[config.mk]
export PLATFORM = sky130hd
export DESIGN_NAME = rtc_bcd_counter
export DESIGN_NICKNAME = d
export VERILOG_FILES = /design/src/rtl/rtc_pkg.sv /design/src/rtl/bcd_mod_counter.sv /design/src/rtl/rtc_bcd_counter.sv
export SDC_FILE = /design/constraint.sdc
export NUM_CORES = 1
export LEC_CHECK = 0
export BUFFER_PORTS_ARGS = -buffer_cell sky130_fd_sc_hd__buf_2
export CORE_MARGIN = 2
export CORE_UTILIZATION = 33
export CTS_BUF_LIST = sky130_fd_sc_hd__clkbuf_2 sky130_fd_sc_hd__clkbuf_4 sky130_fd_sc_hd__clkbuf_8
export CTS_CLUSTER_SIZE = 25
export DETAILED_ROUTE_END_ITERATION = 10
export PLACE_DENSITY = 0.48
export SETUP_SLACK_MARGIN = 0.5
export SYNTH_ARGS = -nofsm -noshare
export SYNTH_HDL_FRONTEND = slang
export SYNTH_SLANG_ARGS = --single-unit
[constraint.sdc]
create_clock -name clk -period 9.4 [get_ports clk]
set_clock_uncertainty 0.1 [all_clocks]
set_input_delay 2.82 -clock clk [delete_from_list [all_inputs] [get_ports clk]]
set_output_delay 2.82 -clock clk [all_outputs]
set_load 0.02 [all_outputs]
[src/rtl/rtc_pkg.sv]
// Shared constants, load-command payload and BCD helpers for the time-of-day counter.
package rtc_pkg;

    localparam logic [1:0] SEL_NONE = 2'b00;
    localparam logic [1:0] SEL_HOUR = 2'b01;
    localparam logic [1:0] SEL_MIN  = 2'b10;
    localparam logic [1:0] SEL_SEC  = 2'b11;

    localparam logic [7:0] BCD_MAX_MS  = 8'h59;
    localparam logic [7:0] BCD_MAX_H24 = 8'h23;
    localparam logic [7:0] BCD_MAX_H12 = 8'h12;
    localparam logic [7:0] BCD_NOON    = 8'h12;

    // Decoded, already-validated load request; val is in internal 24 h form
    typedef struct packed {
        logic       hour;
        logic       min;
        logic       sec;
        logic       err;
        logic [7:0] val;
    } load_cmd_t;

    function automatic logic bcd_valid(input logic [7:0] v);
        return (v[7:4] <= 4'd9) && (v[3:0] <= 4'd9);
    endfunction

    function automatic logic [7:0] bcd_inc(input logic [7:0] v);
        if (v[3:0] == 4'd9) begin
            return {v[7:4] + 4'd1, 4'd0};
        end
        return {v[7:4], v[3:0] + 4'd1};
    endfunction

    // PM hour 01..11 to 24 h; 08/09 cross a decade so they need a +6 decimal adjust
    function automatic logic [7:0] h12_pm_to_h24(input logic [7:0] h);
        if ((h[7:4] == 4'd0) && (h[3:0] >= 4'd8)) begin
            return h + 8'h18;
        end
        return h + 8'h12;
    endfunction

    function automatic logic [7:0] h24_to_h12(input logic [7:0] h);
        if (h == 8'h00) begin
            return BCD_MAX_H12;
        end
        if (h <= BCD_NOON) begin
            return h;
        end
        if (h <= 8'h19) begin
            return h - 8'h12;
        end
        if (h <= 8'h21) begin
            return h - 8'h18;
        end
        return h - 8'h12;
    endfunction

endpackage

[src/rtl/bcd_mod_counter.sv]
// Two-digit packed-BCD modulo counter (00..MAX_BCD) with load priority and a wrap carry.
module bcd_mod_counter
    import rtc_pkg::*;
#(
    parameter logic [7:0] MAX_BCD = 8'h59
) (
    input  logic       clk,
    input  logic       rst_n,
    input  logic       inc,
    input  logic       load,
    input  logic [7:0] load_val,
    output logic [7:0] value,
    output logic       carry
);

    logic [7:0] r_value;
    logic       w_at_max;

    assign w_at_max = (r_value == MAX_BCD);
    assign carry    = inc && !load && w_at_max;
    assign value    = r_value;

    always_ff @(posedge clk or negedge rst_n) begin
        if (!rst_n) begin
            r_value <= 8'h00;
        end else if (load) begin
            r_value <= load_val;
        end else if (inc) begin
            r_value <= w_at_max ? 8'h00 : bcd_inc(r_value);
        end
    end

endmodule

[src/rtl/rtc_bcd_counter.sv]
// Time-of-day counter: 1 Hz prescaler, BCD h24/min/sec chain, validated loads
// and a combinational 12 h / 24 h hour display.
module rtc_bcd_counter
    import rtc_pkg::*;
#(
    parameter int unsigned CLK_DIV = 50_000_000,
    parameter int unsigned DIV_W   = $clog2(CLK_DIV)
) (
    input  logic       clk,
    input  logic       reset_n,
    input  logic       run,
    input  logic       mode_12h,
    input  logic       load_en,
    input  logic [1:0] load_sel,
    input  logic [7:0] load_val,
    input  logic       load_pm,
    output logic [7:0] hour,
    output logic [7:0] min,
    output logic [7:0] sec,
    output logic       pm,
    output logic       sec_pulse,
    output logic       day_pulse,
    output logic       load_err
);

    localparam logic [DIV_W-1:0] PRESC_LAST = DIV_W'(CLK_DIV - 1);

    logic [DIV_W-1:0] r_presc;
    logic             r_sec_pulse;
    logic             r_day_pulse;
    logic             r_load_err;

    logic             w_tick;
    logic             w_adv;
    logic             w_load_any;
    logic             w_hour_ok;
    logic             w_ms_ok;
    logic [7:0]       w_hour_24;
    load_cmd_t        w_cmd;

    logic [7:0]       w_h24;
    logic [7:0]       w_min;
    logic [7:0]       w_sec;
    logic             w_sec_carry;
    logic             w_min_carry;
    logic             w_day_carry;

    // Load validation and 12 h -> 24 h conversion of hour loads
    always_comb begin
        w_cmd     = '0;
        w_hour_24 = load_val;
        w_ms_ok   = bcd_valid(load_val) && (load_val <= BCD_MAX_MS);
        if (mode_12h) begin
            w_hour_ok = bcd_valid(load_val) && (load_val != 8'h00) && (load_val <= BCD_MAX_H12);
            if (load_val == BCD_NOON) begin
                w_hour_24 = load_pm ? BCD_NOON : 8'h00;
            end else if (load_pm) begin
                w_hour_24 = h12_pm_to_h24(load_val);
            end
        end else begin
            w_hour_ok = bcd_valid(load_val) && (load_val <= BCD_MAX_H24);
        end

        if (load_en) begin
            case (load_sel)
                SEL_HOUR: begin
                    w_cmd.hour = w_hour_ok;
                    w_cmd.err  = !w_hour_ok;
                    w_cmd.val  = w_hour_24;
                end
                SEL_MIN: begin
                    w_cmd.min = w_ms_ok;
                    w_cmd.err = !w_ms_ok;
                    w_cmd.val = load_val;
                end
                SEL_SEC: begin
                    w_cmd.sec = w_ms_ok;
                    w_cmd.err = !w_ms_ok;
                    w_cmd.val = load_val;
                end
                default: w_cmd = '0;
            endcase
        end
    end

    assign w_load_any = w_cmd.hour || w_cmd.min || w_cmd.sec;
    assign w_tick     = run && (r_presc == PRESC_LAST);
    // A valid load swallows a coincident tick so the loaded value is not bumped
    assign w_adv      = w_tick && !w_load_any;

    always_ff @(posedge clk or negedge reset_n) begin
        if (!reset_n) begin
            r_presc <= '0;
        end else if (w_load_any || w_tick) begin
            r_presc <= '0;
        end else if (run) begin
            r_presc <= r_presc + DIV_W'(1);
        end
    end

    bcd_mod_counter #(
        .MAX_BCD (BCD_MAX_MS)
    ) u_sec (
        .clk      (clk),
        .rst_n    (reset_n),
        .inc      (w_adv),
        .load     (w_cmd.sec),
        .load_val (w_cmd.val),
        .value    (w_sec),
        .carry    (w_sec_carry)
    );

    bcd_mod_counter #(
        .MAX_BCD (BCD_MAX_MS)
    ) u_min (
        .clk      (clk),
        .rst_n    (reset_n),
        .inc      (w_sec_carry),
        .load     (w_cmd.min),
        .load_val (w_cmd.val),
        .value    (w_min),
        .carry    (w_min_carry)
    );

    bcd_mod_counter #(
        .MAX_BCD (BCD_MAX_H24)
    ) u_hour (
        .clk      (clk),
        .rst_n    (reset_n),
        .inc      (w_min_carry),
        .load     (w_cmd.hour),
        .load_val (w_cmd.val),
        .value    (w_h24),
        .carry    (w_day_carry)
    );

    always_ff @(posedge clk or negedge reset_n) begin
        if (!reset_n) begin
            r_sec_pulse <= 1'b0;
            r_day_pulse <= 1'b0;
            r_load_err  <= 1'b0;
        end else begin
            r_sec_pulse <= w_adv;
            r_day_pulse <= w_day_carry;
            r_load_err  <= w_cmd.err;
        end
    end

    assign sec_pulse = r_sec_pulse;
    assign day_pulse = r_day_pulse;
    assign load_err  = r_load_err;

    assign pm   = (w_h24 >= BCD_NOON);
    assign hour = mode_12h ? h24_to_h12(w_h24) : w_h24;
    assign min  = w_min;
    assign sec  = w_sec;

endmodule

Word-level counts from Yosys, hierarchy flattened
Index checks and enable logic that the tools add are counted.

Shifts and indexed selects: 0. Reductions and logical operators: 37. Add/sub/neg operators: 11. Bitwise operators: 0. Multipliers: 0. Divide/modulo/power cells: 0. Equal/unequal tests: 11. $lt $le $gt $ge: 10. Multiplexer cells: 61.

Operators by type and width (number): $mux W8 (29); $mux W26 (2); $mux W1 (27); $add A26 B1 Y26 const B (1); $eq A26 B26 Y1 const B (1); $add A4 B1 Y4 const B (6); $le A8 B5 Y1 const B (3); $pmux W9 S2 (1); $add A8 B5 Y8 const B (2); $eq A8 B7 Y1 const B (2); $le A8 B6 Y1 const B (2); $sub A8 B5 Y8 const B (2); $logic_and A1 B1 Y1 (14); $eq A4 B4 Y1 const B (3); $mux W12 (1); $reduce_bool A3 Y1 (3); $eq A8 B5 Y1 const B (1); $eq A8 B6 Y1 const B (1); $ge A8 B5 Y1 const B (1); $le A4 B4 Y1 const B (2); $le A8 B7 Y1 const B (1); $logic_not A8 Y1 (1); $reduce_bool A2 Y1 (4); $reduce_bool A8 Y1 (1); 9 further kinds (19).

Input port bits: 16. Word-level logic and storage cells: 140. Output and inout bits: 28. Register bits after elaboration: 53. Memories: 0. RAM bits: 0. Bits in latches: 0. Memory bits (read-only): 0.

Logic depth before layout (Yosys ltp)
Depth after elaboration: 26. Depth in mapped cells: 10. Gate-level depth less buffers: 8.

By module
From an unflattened synthesis, not the netlist that was laid out.

Cell total of the unflattened synthesis: 458. Area total of the unflattened synthesis: 4001.3 um^2.

Modules (own cells, without submodules): rtc_bcd_counter (cells each 270, area an instance 2200.9 um^2, instances 1); bcd_mod_counter at u_min ... (cells each 64, area an instance 616.8 um^2, instances 2); bcd_mod_counter at u_hour (cells each 60, area an instance 566.8 um^2, instances 1).

Worst setup path after synthesis
OpenSTA, ideal clock, no wires.

Kind: input port to output port. Start point: input mode_12h. End point: output hour[7]. Arrival: 4.052 ns. Slack: 2.428 ns. Path buffers: 0. Stages: 6. Data required time: 6.480 ns. Path through: inv_1 a41o_1 o22a_1 a311oi_1 nand2_1 mux2_2.

Longest elaborated chain between the ends: 1.

Ends and longest elaborated chain: start: declaration (line rtc_bcd_counter.sv:12) `input logic mode_12h,`; $mux W8 (line rtc_bcd_counter.sv:154) `assign hour = mode_12h ? h24_to_h12(w_h24) : w_h24;`; end: declaration (line rtc_bcd_counter.sv:17) `output logic [7:0] hour,`.

No other way between the ends.

Worst setup path after layout
Same ends and word-level chain as after synthesis.

==> results.json <==
{
  "drc": 0,
  "final_layout_size_suffix_gt1_share_pct": 13.6,
  "start_util_pct": 33.6,
  "maxCapViolCount": 0,
  "outcome": "complete, no violations",
  "synth_edf_count": 0,
  "p_per_area_mw_per_mm2": 164,
  "ys_seq_area_share_pct": 34.7,
  "timing.reg2reg.setup_slack_ns": 5.64,
  "synth_compound_area_share_pct": 14.1,
  "post-cts-setup-buffers": 0,
  "final_core_util_pct": 37.2,
  "ys.flop_type": "dfrtp_1",
  "vdd_drop_max_mv": 0.0757,
  "gp_congestion": 0.809,
  "clk_pin_slew_ns": 0.10,
  "area_delta_synth_final_pct": 10.5,
  "worstHoldStart": "r_presc[25]",
  "cts.htree.levels": 2,
  "cp-start-kind": "input pin",
  "antenna_found_initial": 0,
  "worstRegToRegCells": 5,
  "multi_input_area_mm2": 0.00232,
  "tightest_slew_ns": 1.04,
  "synthSimpleGateAreaFrac_pct": 28.8,
  "required_ns": 6.48,
  "grt_pass1_vias": 3326,
  "die-height_um": 112,
  "grt_max_degree": 54,
  "diodes": 0,
  "nNetsFinal": 522,
  "holdBufCountCts": 0,
  "synth.distinct_cells": 60,
  "ioPinCount": 44,
  "period_needed_ns": 7.35,
  "grt_first_pass_wirelength_mm": 17.0,
  "root_buffer": "clkbuf_8",
  "maxSlewHeadroom_pct": 30.4,
  "hold_viol": 0,
  "postSynthCellCount": 457,
  "row_count": 39,
  "via_per_inst": 5.50,
  "syn_area_mm2": 0.00382,
  "fp.coreArea_mm2": 0.0114,
  "clock.fmax_ghz": 0.136,
  "die-width_um": 112,
  "cts_tree": "done",
  "synth-adder-area-share_pct": 6.87,
  "clk_path_buf_depth": 2,
  "finalWorstSetupSlack_ns": 2.05,
  "fin_setup_tns_ns": 0,
  "wirelength_mm": 10.3,
  "drt_first_pass_iters": 4,
  "synth_xor_xnor_area_share_pct": 6.41,
  "fillers": 1174,
  "ys_ff_latch": 53,
  "cp_data_arrival_time_ns": 4.43,
  "dieArea_mm2": 0.0125,
  "yosysWarnings": 0,
  "synth_top_family_by_area": "simple AND/OR/NAND/NOR gates",
  "grt.overflow.total": 0,
  "clkSinkCount": 53,
  "clk_latency_ns": 0.32,
  "cp-startpoint": "mode_12h",
  "num_vias": 3461,
  "port_buffers": 43,
  "synth_area_per_cell_um2": 8.37,
  "drt_iter0_markers": 181,
  "cellLeakagePower_uw": 0.00189,
  "drtAntennaViolNets": 0,
  "endpoint": "hour[7]",
  "synth.area.mux_share_pct": 4.52,
  "register_area_mm2": 0.00133,
  "async_reset_ff_share_pct": 100,
  "hold_class": "reg2reg",
  "grt_usage_pct": 16.5,
  "rsz0062_at_grt": "false",
  "dp_slack_ns": 2.05,
  "r2r_start": "r_presc[16]",
  "wl_per_cell_um": 16.3,
  "syn_nets": 494,
  "path_class": "in2out",
  "cts_resized": 0,
  "worstPathMaxFanout": 6,
  "cts_inserted_buffers": 5,
  "reg2reg_to": "r_presc[24]",
  "crit_path_end_kind": "output pin",
  "hpwl_mm": 7.46,
  "slew_viol_final": 0,
  "setup_viol": 0,
  "period_share_pct": 78.2
}
[critical path: stages]
cell	delay [ns]
buf_2	0.14
inv_1	0.11
a41o_1	0.22
o22a_1	0.24
a311oi_1	0.37
nand2_1	0.10
mux2_2	0.28
buf_2	0.15
[metrics by stage]
stage | instances | cell area (µm²) | hold WS (ns) | total power (µW)
after CTS | 629 | 4230 | 0.449 | 700
after global routing | 629 | 4230 | 0.473 | 741
final | 629 | 4230 | 0.447 | 692
after global placement | 621 | 4140 | 0.426 | 555
after detailed placement | 621 | 4140 | 0.426 | 560
after floorplan | 457 | 3820 | 0.402 | 480
[per-layer routing]
layer / GRT usage [%] / share of wire, %
met4: 4.69 / 1.8
met3: 2.40 / 4.0
met2: 26.3 / 45
met5: 0 / 0
met1: 23.5 / 49
[final cells by class]
class / instances / share of cell area [%]
sequential: 53 / 31.4
multi-input combinational: 359 / 54.9
timing repair buffer: 45 / 5.45
clock buffer: 6 / 1.81
inverter: 21 / 1.87
clock inverter: 2 / 0.326
tap: 143 / 4.23
[how the worst min path moves through the flow]
stage | end | cells after the start
floorplan | r_presc[25] | 2
global placement | r_presc[25] | 2
detailed placement | r_presc[25] | 2
CTS | r_presc[25] | 2
global route | r_presc[25] | 2
finish | r_presc[25] | 2
[cell families (layout without fill, tap and decap cells)]
group | count (synthesis) | count (layout)
multiplexers | 17 | 17
XOR/XNOR | 28 | 28
AO/OA/AOI/OAI | 84 | 84
adder cells (fa/ha/maj) | 21 | 21
AND/OR/NAND/NOR | 209 | 209
buffers and inverters | 45 | 74
flip-flops | 53 | 53
[Yosys cell counts (2+ instances only)]
cell type | number | area share [%]
nor2_1 | 64 | 6.3
dfrtp_1 | 53 | 35
nand2_1 | 35 | 3.4
a21oi_1 | 24 | 3.1
nand3_1 | 22 | 2.9
xnor2_1 | 22 | 5.0
ha_1 | 21 | 6.9
inv_1 | 21 | 2.1
o21ai_0 | 19 | 2.5
clkbuf_1 | 16 | 1.6
mux2i_1 | 15 | 3.9
nor3_1 | 13 | 1.7
a31oi_1 | 10 | 1.6
nand4_1 | 10 | 1.6
and3_1 | 8 | 1.3
nor4_1 | 7 | 1.1
or3_1 | 6 | 0.98
xor2_1 | 6 | 1.4
and2_1 | 5 | 0.82
buf_2 | 5 | 0.65
nor3b_1 | 4 | 0.79
or4_1 | 4 | 0.79
a21o_1 | 3 | 0.59
a221oi_1 | 3 | 0.69
a22oi_1 | 3 | 0.59
and4_1 | 3 | 0.69
buf_1 | 3 | 0.29
nand2b_1 | 3 | 0.49
nand3b_1 | 3 | 0.59
nand4b_1 | 3 | 0.69
nor2b_1 | 3 | 0.49
or2_2 | 3 | 0.49
a211o_1 | 2 | 0.46
a211oi_1 | 2 | 0.39
a311oi_1 | 2 | 0.46
a31o_2 | 2 | 0.46
and3b_1 | 2 | 0.46
mux2_2 | 2 | 0.59
nand3_2 | 2 | 0.52
o221ai_1 | 2 | 0.46
or3b_1 | 2 | 0.46
[sequential cells by signal, summed over array words and instances (netlist names)]
name / cells
sec_pulse: 1
r_presc: 26
u_hour.value: 8
u_min.value: 8
u_sec.value: 8
load_err: 1
day_pulse: 1
[report_power, final]
| group | switching [µW] | total (µW) | internal [µW] | leakage [µW] |
|---|---|---|---|---|
| clock network | 81.1 | 137 | 56.3 | 0.0000490 |
| logic | 144 | 238 | 94.0 | 0.00115 |
| registers | 56.4 | 318 | 261 | 0.000691 |
| total | 281 | 692 | 411 | 0.00189 |
[cell usage in the layout, fill, tap and decap left out, types with 3 or more instances in the layout]
master | Yosys | layout
nor2_1 | 64 | 64
dfrtp_1 | 53 | 53
buf_2 | 5 | 43
nand2_1 | 35 | 35
a21oi_1 | 24 | 24
nand3_1 | 22 | 22
xnor2_1 | 22 | 22
inv_1 | 21 | 21
ha_1 | 21 | 21
o21ai_0 | 19 | 19
mux2i_1 | 15 | 15
nor3_1 | 13 | 13
nand4_1 | 10 | 10
a31oi_1 | 10 | 10
and3_1 | 8 | 8
nor4_1 | 7 | 7
or3_1 | 6 | 6
xor2_1 | 6 | 6
and2_1 | 5 | 5
clkbuf_8 | 0 | 5
or4_1 | 4 | 4
nor3b_1 | 4 | 4
or2_2 | 3 | 3
nor2b_1 | 3 | 3
nand2b_1 | 3 | 3
nand4b_1 | 3 | 3
nand3b_1 | 3 | 3
and4_1 | 3 | 3
a21o_1 | 3 | 3
a221oi_1 | 3 | 3
a22oi_1 | 3 | 3
Power figures use the tool's default switching activity.
